<file path="src/rtl/cmos_byte_pair_packer_pkg.sv">
// rtl/cmos_byte_pair_packer_pkg.sv - shared camera channel constants
//
// Purpose: byte width, RGB565 field positions and byte packing order shared
// by the camera input path (packer, RGB565 reorder, frame buffer).
package cmos_byte_pair_packer_pkg;

    // Sensor DVP byte width; a packed word is two of these.
    localparam int CAM_DATA_W = 8;
    localparam int CAM_WORD_W = 2 * CAM_DATA_W;

    // RGB565 field positions within a packed word.
    localparam int RGB565_R_MSB = 15;
    localparam int RGB565_R_LSB = 11;
    localparam int RGB565_G_MSB = 10;
    localparam int RGB565_G_LSB = 5;
    localparam int RGB565_B_MSB = 4;
    localparam int RGB565_B_LSB = 0;

    // Packing order: 1 puts the first byte of a pair in the upper half.
    localparam bit CAM_MSB_FIRST = 1'b1;

endpackage

</file>
<file path="src/rtl/cmos_byte_pair_packer.sv">
// rtl/cmos_byte_pair_packer.sv - DVP byte stream to 16-bit word packer
//
// Purpose: pairs consecutive sensor bytes into one word, holds each word with
// a two-cycle valid window, and emits a pclk/2 strobe whose rising edge sits
// in the middle of that window. Runs entirely on the sensor pixel clock.
//
// Ports:
//   pclk       in   sensor pixel clock
//   rst        in   synchronous active-high reset
//   pdata_i    in   registered sensor byte
//   de_i       in   registered href (byte valid)
//   vs_i       in   registered vsync, high during frame blanking
//   pixel_clk  out  pclk/2 word strobe, 0 then 1 across each word window
//   pdata_o    out  packed word
//   de_o       out  word valid
//   vs_o       out  vs_i delayed one pclk
module cmos_byte_pair_packer
    import cmos_byte_pair_packer_pkg::*;
#(
    parameter int DATA_W    = CAM_DATA_W,
    parameter bit MSB_FIRST = CAM_MSB_FIRST
) (
    input  logic                  pclk,
    input  logic                  rst,
    input  logic [DATA_W-1:0]     pdata_i,
    input  logic                  de_i,
    input  logic                  vs_i,
    output logic                  pixel_clk,
    output logic [2*DATA_W-1:0]   pdata_o,
    output logic                  de_o,
    output logic                  vs_o
);

    logic                ph_q, ph_d;
    logic                hold_q, hold_d;
    logic [DATA_W-1:0]   byte_q, byte_d;
    logic [2*DATA_W-1:0] word_q, word_d;
    logic                de_q, de_d;
    logic                strobe_q, strobe_d;
    logic                vs_q;

    logic                active;
    logic                complete;

    // Bytes only count while href is high outside vertical blanking.
    assign active   = de_i & ~vs_i;
    assign complete = active & ph_q;

    always_comb begin
        ph_d     = active ? ~ph_q : 1'b0;
        hold_d   = 1'b0;
        byte_d   = byte_q;
        word_d   = word_q;
        de_d     = 1'b0;
        strobe_d = ~strobe_q;

        if (active && !ph_q) begin
            byte_d = pdata_i;
        end

        if (complete) begin
            word_d   = MSB_FIRST ? {byte_q, pdata_i} : {pdata_i, byte_q};
            de_d     = 1'b1;
            hold_d   = 1'b1;
            // Forcing the strobe low here puts its rising edge mid-window.
            strobe_d = 1'b0;
        end else if (!vs_i && hold_q) begin
            // Second cycle of the window: keep valid, drop hold so the
            // window closes on the next edge unless another word lands.
            de_d = 1'b1;
        end
    end

    always_ff @(posedge pclk) begin
        if (rst) begin
            ph_q     <= 1'b0;
            hold_q   <= 1'b0;
            byte_q   <= '0;
            word_q   <= '0;
            de_q     <= 1'b0;
            strobe_q <= 1'b0;
            vs_q     <= 1'b0;
        end else begin
            ph_q     <= ph_d;
            hold_q   <= hold_d;
            byte_q   <= byte_d;
            word_q   <= word_d;
            de_q     <= de_d;
            strobe_q <= strobe_d;
            vs_q     <= vs_i;
        end
    end

    assign pixel_clk = strobe_q;
    assign pdata_o   = word_q;
    assign de_o      = de_q;
    assign vs_o      = vs_q;

endmodule

</file>
<file path="config.mk">
export PLATFORM = sky130hd
export DESIGN_NAME = cmos_byte_pair_packer
export DESIGN_NICKNAME = d
export VERILOG_FILES = /design/src/rtl/cmos_byte_pair_packer_pkg.sv /design/src/rtl/cmos_byte_pair_packer.sv
export SDC_FILE = /design/constraint.sdc
export NUM_CORES = 1
export LEC_CHECK = 0
export ABC_AREA = 1
export CORE_MARGIN = 4
export CORE_UTILIZATION = 48
export DETAILED_ROUTE_END_ITERATION = 10
export MAX_ROUTING_LAYER = met4
export PLACE_DENSITY = 0.79
export SYNTH_ARGS = -nofsm -noshare
export SYNTH_HDL_FRONTEND = slang
export SYNTH_SLANG_ARGS = --single-unit
export TNS_END_PERCENT = 20
</file>
<file path="constraint.sdc">
create_clock -name pclk -period 3 [get_ports pclk]
set_clock_uncertainty 0.2 [all_clocks]
set_input_delay 0.6 -clock pclk [delete_from_list [all_inputs] [get_ports pclk]]
set_output_delay 0.6 -clock pclk [all_outputs]
set_load 0.03 [all_outputs]
</file>
# Word-level counts from Yosys, hierarchy flattened
# Cells that the tools add are included.
[op_classes]
bitwise = 6
n_reduce_logical = 6
mux = 3
[op_table]
columns = ["op", "count"]
rows = [
  ["$not A1 Y1", 4],
  ["$reduce_or A2 Y1", 2],
  ["$mux W1", 3],
  ["$and A1 B1 Y1", 2],
  ["$logic_and A1 B1 Y1", 2],
  ["$logic_not A1 Y1", 2],
]
[word_totals]
ff_bits = 29
wordCells = 22
input_bits = 12

# Depth between registers and ports, before layout
# Gate-level depths: netlist (run 1).
[depth]
word_depth = 4
depth_mapped = 6
mapped_depth_nobuf = 5

# Worst setup path after synthesis (run 1)
# OpenSTA, ideal clock, no wires.
[synth_path]
path_type = "input to register"
start = "input vs_i"
end = "register word_q[0], in the netlist pdata_o[0]"
setup_slack_ns = 1.554
arrival_ns = 1.187
path_buffers = 1
stages = 6
required_time_ns = 2.741
cell_sequence = "inv_2 nand3_4 nor2_4 buf_6 nand2_1 nand2_1"
[synth_via]
elab_chain_len = 3
[synth_lines]
columns = ["element", "line_no", "source"]
rows = [
  ["start: declaration", "cmos_byte_pair_packer.sv:27", "input logic vs_i,"],
  ["$not A1 Y1", "cmos_byte_pair_packer.sv:46", "assign active = de_i & ~vs_i;"],
  ["$and A1 B1 Y1", "cmos_byte_pair_packer.sv:46", ""],
  ["$and A1 B1 Y1", "cmos_byte_pair_packer.sv:47", "assign complete = active & ph_q;"],
  ["end signal: assignment", "cmos_byte_pair_packer.sv:87", "word_q <= word_d;"],
  ["end: declaration", "cmos_byte_pair_packer.sv:37", "logic [2*DATA_W-1:0] word_q, word_d;"],
]
# No other way between the ends.
# A chain may end at the register's enable or synchronous reset.

# Worst setup path in the final report (run 1)
[layout_path]
start = "register word_q[7], in the netlist pdata_o[7]"
end = "output pdata_o[7]"
[layout_lines]
columns = ["element", "line_no", "source"]
rows = [
  ["end: declaration", "cmos_byte_pair_packer.sv:29", "output logic [2*DATA_W-1:0] pdata_o,"],
]
# No word-level cell between the ends.

==> reports/results.ini, run 1 <==
[yosys]
syn_inst=134
syn_nets=146
ys_warn_count=0
yosys-top-cells-count=nand2_1, dfxtp_1, nor2_1
synthArstFlopShare_pct=0
synthFlopType=dfxtp_1
synth-seq-cells=29
synth_area_leaders=dfxtp_1, nand2_1, nand3_1
synth-edff-count=0
yosysSeqAreaShare_pct=56.0
syn_avg_cell_area_um2=7.73
ys_types=12
yosys.area.top_type=dfxtp_1
synth_top_cell_area_share_pct=56.0
synth_area_um2=1040
synth_most_common_cell=nand2_1

[setup_path]
r2r-end=pdata_o[3]
startpoint=pdata_o[7]
arrival_ps=1340
start_kind=flop
cp_cell_sequence=clkdlybuf4s50_1
r2r-start=ph_q
crit_slowest_cell=clkdlybuf4s50_1
cp-end-kind=output pin
crit_path_end=pdata_o[7]
critPathMaxFanout=2
criticalPathCategory=flop to output pin
r2r_cells=4
cpPeakStageDelay_ps=680
cp_num_buf_inv=1
path_depth=1
required_ps=2200
critPathTopFamily=buffers and inverters
r2r_slack_ps=1540

[timing]
setup_ws_ps=856
min_period_ps=2140
slew-limit-headroom_pct=52.6
finalSetupTns_ps=0
fmax_mhz=466
rsz0062_at_grt=no
slew_viol_final=0
period_share_pct=71.5
hold_viol_final=0
tightestPinTransition_ps=711
setup_violations=0

[placed_design]
dp_hpwl_mm=1.31
place.gp.congestion=0.728
dpl-instance-area_um2=1340
portBuffers=30
dp_slack_ps=787

[clock_tree]
clk_latency_ps=320
path_clk_slew_ps=80
hold_buffers=0
cts-buffers-inserted=5
clockRootBuffer=clkbuf_4
cts.sinks=29
ctsResizeCount=0
postCtsSetupBuffers=0
h-tree-depth=2
clockBufferDepth=2
tritoncts=built

[floorplanning]
start_util_pct=51.8
core_area_um2=2000
rows=16
fp.dieH_um=54.5
ios=31
die_area_um2=2970
fp.dieW_um=54.5

[route]
via_per_inst=4.64
wl_per_cell_um=10.5
dr.pass1.iters=4
drtIter0Drc=15
routed_wl_mm=2.05
ant_nets=0
via_count=901
drc=0

[global_routing]
gr-usage-met2_pct=26.1
overflow=0
grt.met3_usage_pct=7.36
grt_max_degree=26
grt_usage_pct=18.1
antenna_found_initial=0
grt_pass1_wl_mm=3.62
grt_busiest_layer=met2
met1_usage_pct=21.4
grt_pass1_vias=868

[outcome]
status=finished, final reports clean

[worst_hold_path]
hp-class=flop to flop

[cells_and_area]
layout.nets=178
area_growth_pct=33.9
final.fill_count=171
stdcell_area_um2=1390
drive_above_1_share_pct=5.39
diodes=0

[power_and_ir_drop]
p_per_area_nw_per_um2=492
vdd_ir_drop_max_mv=0.394
p_leak_nw=0.644

[run]
drv_cap=0

==> area by class of cell <==
cell class	instances	area [µm²]	share of cell area, %
Tap cell	27	33.8	2.43
Multi-Input combinational cell	89	383	27.6
Timing Repair Buffer	30	300	21.6
Inverter	11	41.3	2.98
Sequential cell	29	581	41.8
Clock buffer	8	48.8	3.52
==> cell usage in the layout, fill, tap and decap left out, types with 3 or more instances in the layout <==
cell type | netlist | layout
nand2_1 | 50 | 50
clkdlybuf4s50_1 | 0 | 30
dfxtp_1 | 29 | 29
nor2_1 | 19 | 19
nand3_1 | 16 | 16
inv_1 | 10 | 10
clkbuf_4 | 0 | 5
clkbuf_1 | 0 | 3
==> how the worst min path moves through the flow <==
stage / startpoint / endpoint / slack, ps / cells past startpoint
2_1_floorplan: byte_q[2] / pdata_o[10] / 220 / 2
3_3_place_gp: pixel_clk / pixel_clk / 200 / 1
3_5_place_dp: pixel_clk / pixel_clk / 200 / 1
4_1_cts: pixel_clk / pixel_clk / 210 / 1
5_1_grt: pixel_clk / pixel_clk / 260 / 1
6_report: pixel_clk / pixel_clk / 210 / 1
==> layer usage <==
| layer | routed length, µm | share of wire (%) |
|---|---|---|
| met4 | 38 | 1.9 |
| met2 | 828 | 40 |
| met3 | 169 | 8.3 |
| met1 | 1010 | 49 |
| met5 | 0 | 0 |
==> flip-flops by register name (all words and copies together), names as in the netlist <==
| signal | count |
|---|---|
| pdata_o | 16 |
| byte_q | 8 |
| de_o | 1 |
| hold_q | 1 |
| ph_q | 1 |
| pixel_clk | 1 |
| vs_o | 1 |
==> kinds of logic after synthesis <==
family / Yosys count / share of synthesized area [%]
buffers and inverters: 16 / 7.00
flip-flops: 29 / 56.0
AND/OR/NAND/NOR: 88 / 36.5
AO/OA/AOI/OAI: 1 / 0.483
==> stage by stage <==
stage / hold WS [ps] / util (%) / instances / power, W
4_1_cts: 212 / 69.3 / 194 / 0.000688
3_5_place_dp: 201 / 66.9 / 186 / 0.000475
6_report: 211 / 69.3 / 194 / 0.000683
5_1_grt: 259 / 69.3 / 194 / 0.000713
3_3_place_gp: 203 / 66.9 / 186 / 0.000473
2_1_floorplan: 219 / - / 134 / 0.000445
==> power breakdown <==
part / switching, W / total [W] / internal (W) / leakage [nW]
Sequential: 0.00000574 / 0.000402 / 0.000397 / 0.236
Clock: 0.000124 / 0.000217 / 0.0000932 / 0.0265
Combinational: 0.0000357 / 0.0000635 / 0.0000277 / 0.381
Note: power is estimated with default switching activity, not from simulation.
==> inputs of run 2 (changes only) <==
Settings changed: CORE_UTILIZATION 48 to 45, PLACE_DENSITY 0.79 to 0.75.
Clock period 3 ns to 2.1 ns, I/O delays scaled along.
==> run 2 against run 1 <==
Effect of this change:
- first-iteration DRC count is 53% lower
- flip-flop and latch count unchanged
- sequential share of layout area down 0.89 points
- combinational power is 50% higher
- critical path type unchanged
- largest cell class unchanged
- largest power group unchanged
- highest routed layer unchanged
==> reports/results.ini, run 2 (same netlist as run 1, synthesis figures left out) <==
[setup_path]
cpPeakStageDelay_ps=680  ; about the same
cp-end-kind=output pin
criticalPathCategory=flop to output pin
cp_cell_sequence=clkdlybuf4s50_1
critPathMaxFanout=2  ; unchanged
startpoint=pdata_o[6]
required_ps=1480  ; -720 ps
cp_num_buf_inv=1  ; unchanged
r2r-end=byte_q[6]
r2r_slack_ps=890  ; -650 ps
arrival_ps=1370  ; +30 ps
crit_slowest_cell=clkdlybuf4s50_1
r2r-start=ph_q
r2r_cells=5  ; +1
critPathTopFamily=buffers and inverters
start_kind=flop

[clock_tree]
ctsResizeCount=0  ; unchanged
postCtsSetupBuffers=0  ; unchanged
tritoncts=built
clockRootBuffer=clkbuf_4
clk_latency_ps=330  ; about the same
hold_buffers=0  ; unchanged
cts.sinks=29  ; unchanged
clockBufferDepth=2  ; unchanged
h-tree-depth=2  ; unchanged
cts-buffers-inserted=5  ; unchanged
path_clk_slew_ps=80  ; about the same

[timing]
hold_viol_final=0  ; unchanged
slew-limit-headroom_pct=75.8  ; +23 points
finalSetupTns_ps=0  ; unchanged
slew_viol_final=0  ; unchanged
period_share_pct=94.5
fmax_mhz=504
setup_violations=0  ; unchanged
min_period_ps=1990
tightestPinTransition_ps=362  ; -349 ps
fin_hold_ws_ps=215  ; +4.28 ps
rsz0062_at_grt=no

[route]
ant_nets=0  ; unchanged
dr.pass1.iters=4  ; unchanged
drtIter0Drc=7  ; -8
wl_per_cell_um=11.6  ; +9.6%
routed_wl_mm=2.28  ; +11%
via_count=924  ; +2.6%
via_per_inst=4.69  ; +0.99%
drc=0  ; unchanged

[global_routing]
grt_usage_pct=16.7  ; -1.4 points
grt_pass1_wl_mm=3.88  ; +7.2%
grt_max_degree=19  ; -27%
antenna_found_initial=0  ; unchanged
grt_pass1_vias=915  ; +5.4%
overflow=0  ; unchanged

[cells_and_area]
utilization_pct=64.1  ; -5.2 points
area_growth_pct=36.8
final_cell_mix=nand2_1, clkdlybuf4s50_1, dfxtp_1
final_common_cell=nand2_1
stdcell_area_um2=1420  ; +2.2%
drive_above_1_share_pct=7.69  ; +2.3 points
diodes=0  ; unchanged
largest_reg_flops=16  ; unchanged
layout.nets=181  ; +1.7%
instances_no_fill=197  ; +1.5%

[placed_design]
dpl-instance-area_um2=1360  ; +1.8%
portBuffers=30  ; unchanged
place.gp.congestion=0.795  ; +9.2%
place_inst=190  ; +2.2%
dp_hpwl_mm=1.54  ; +18%

[floorplanning]
ios=31  ; unchanged
core_area_um2=2210  ; +10%
fp.dieH_um=56.0  ; +2.8%
start_util_pct=46.8  ; -4.9 points
fp.dieW_um=56.0  ; +2.8%
die_area_um2=3130  ; +5.7%
rows=17  ; +1

[run]
drv_cap=0  ; unchanged

[power_and_ir_drop]
p_per_area_nw_per_um2=712  ; +45%
p_leak_nw=0.663  ; +2.9%
p_sw_w=0.000242  ; +46%
p_seq_share_pct=56.9  ; -2.0 points
vdd_ir_drop_max_mv=0.552  ; +40%
combPwrFrac_pct=9.4  ; about the same
internal_power_w=0.000767  ; +48%
pwr-share-clk_pct=33.6  ; +1.8 points
switching_share_pct=24.0  ; -0.25 points

[worst_hold_path]
hp-start=pixel_clk
min_path_cells=1  ; unchanged
hold_end=pixel_clk
hp-class=flop to flop

[outcome]
status=finished, final reports clean

==> run 2: cell types whose count changed in the layout (fill, tap and decap cells not counted), sizes merged <==
cell	before	now
clkbuf	8	7
buf	0	3
==> run 2: per-layer routing <==
| metal | global-route usage [%] | part of all wire [%] |
|---|---|---|
| met1 | 17.1 | 43 |
| met2 | 26.7 | 48 |
| met3 | 8.12 | 6.8 |
| met4 | 8.14 | 1.7 |
| met5 | - | 0 |
==> run 2: final cells by class <==
class,count,area (µm²)
Inverter,11,41.3
Clock buffer,7,55.1
Sequential cell,29,581
Timing Repair Buffer,33,323
Tap cell,28,35.0
Multi-Input combinational cell,89,383
Fill cell,211,795
==> run 2: power by group through the flow <==
stage | combinational (W) | clock [W] | sequential (W)
floorplan | 0.0000387 | 0 | 0.000597
global placement | 0.0000931 | 0 | 0.000587
detailed placement | 0.0000947 | 0 | 0.000588
CTS | 0.0000956 | 0.000350 | 0.000575
global route | 0.000105 | 0.000379 | 0.000577
finish | 0.0000952 | 0.000339 | 0.000574
==> run 2: how the worst max path moves through the flow <==
stage	depth (start not counted)	end	slack, ps
after floorplan	6	pdata_o[0]	830
after global placement	4	byte_q[1]	300
after detailed placement	5	byte_q[6]	280
after CTS	1	pdata_o[6]	90
after global routing	1	pdata_o[6]	40
final	1	pdata_o[6]	110
==> run 2: through the flow <==
stage / power (W) / setup WS [ps]
global placement: 0.000680 / 302
CTS: 0.00102 / 93.4
global route: 0.00106 / 37.4
floorplan: 0.000636 / 834
finish: 0.00101 / 115
detailed placement: 0.000682 / 283
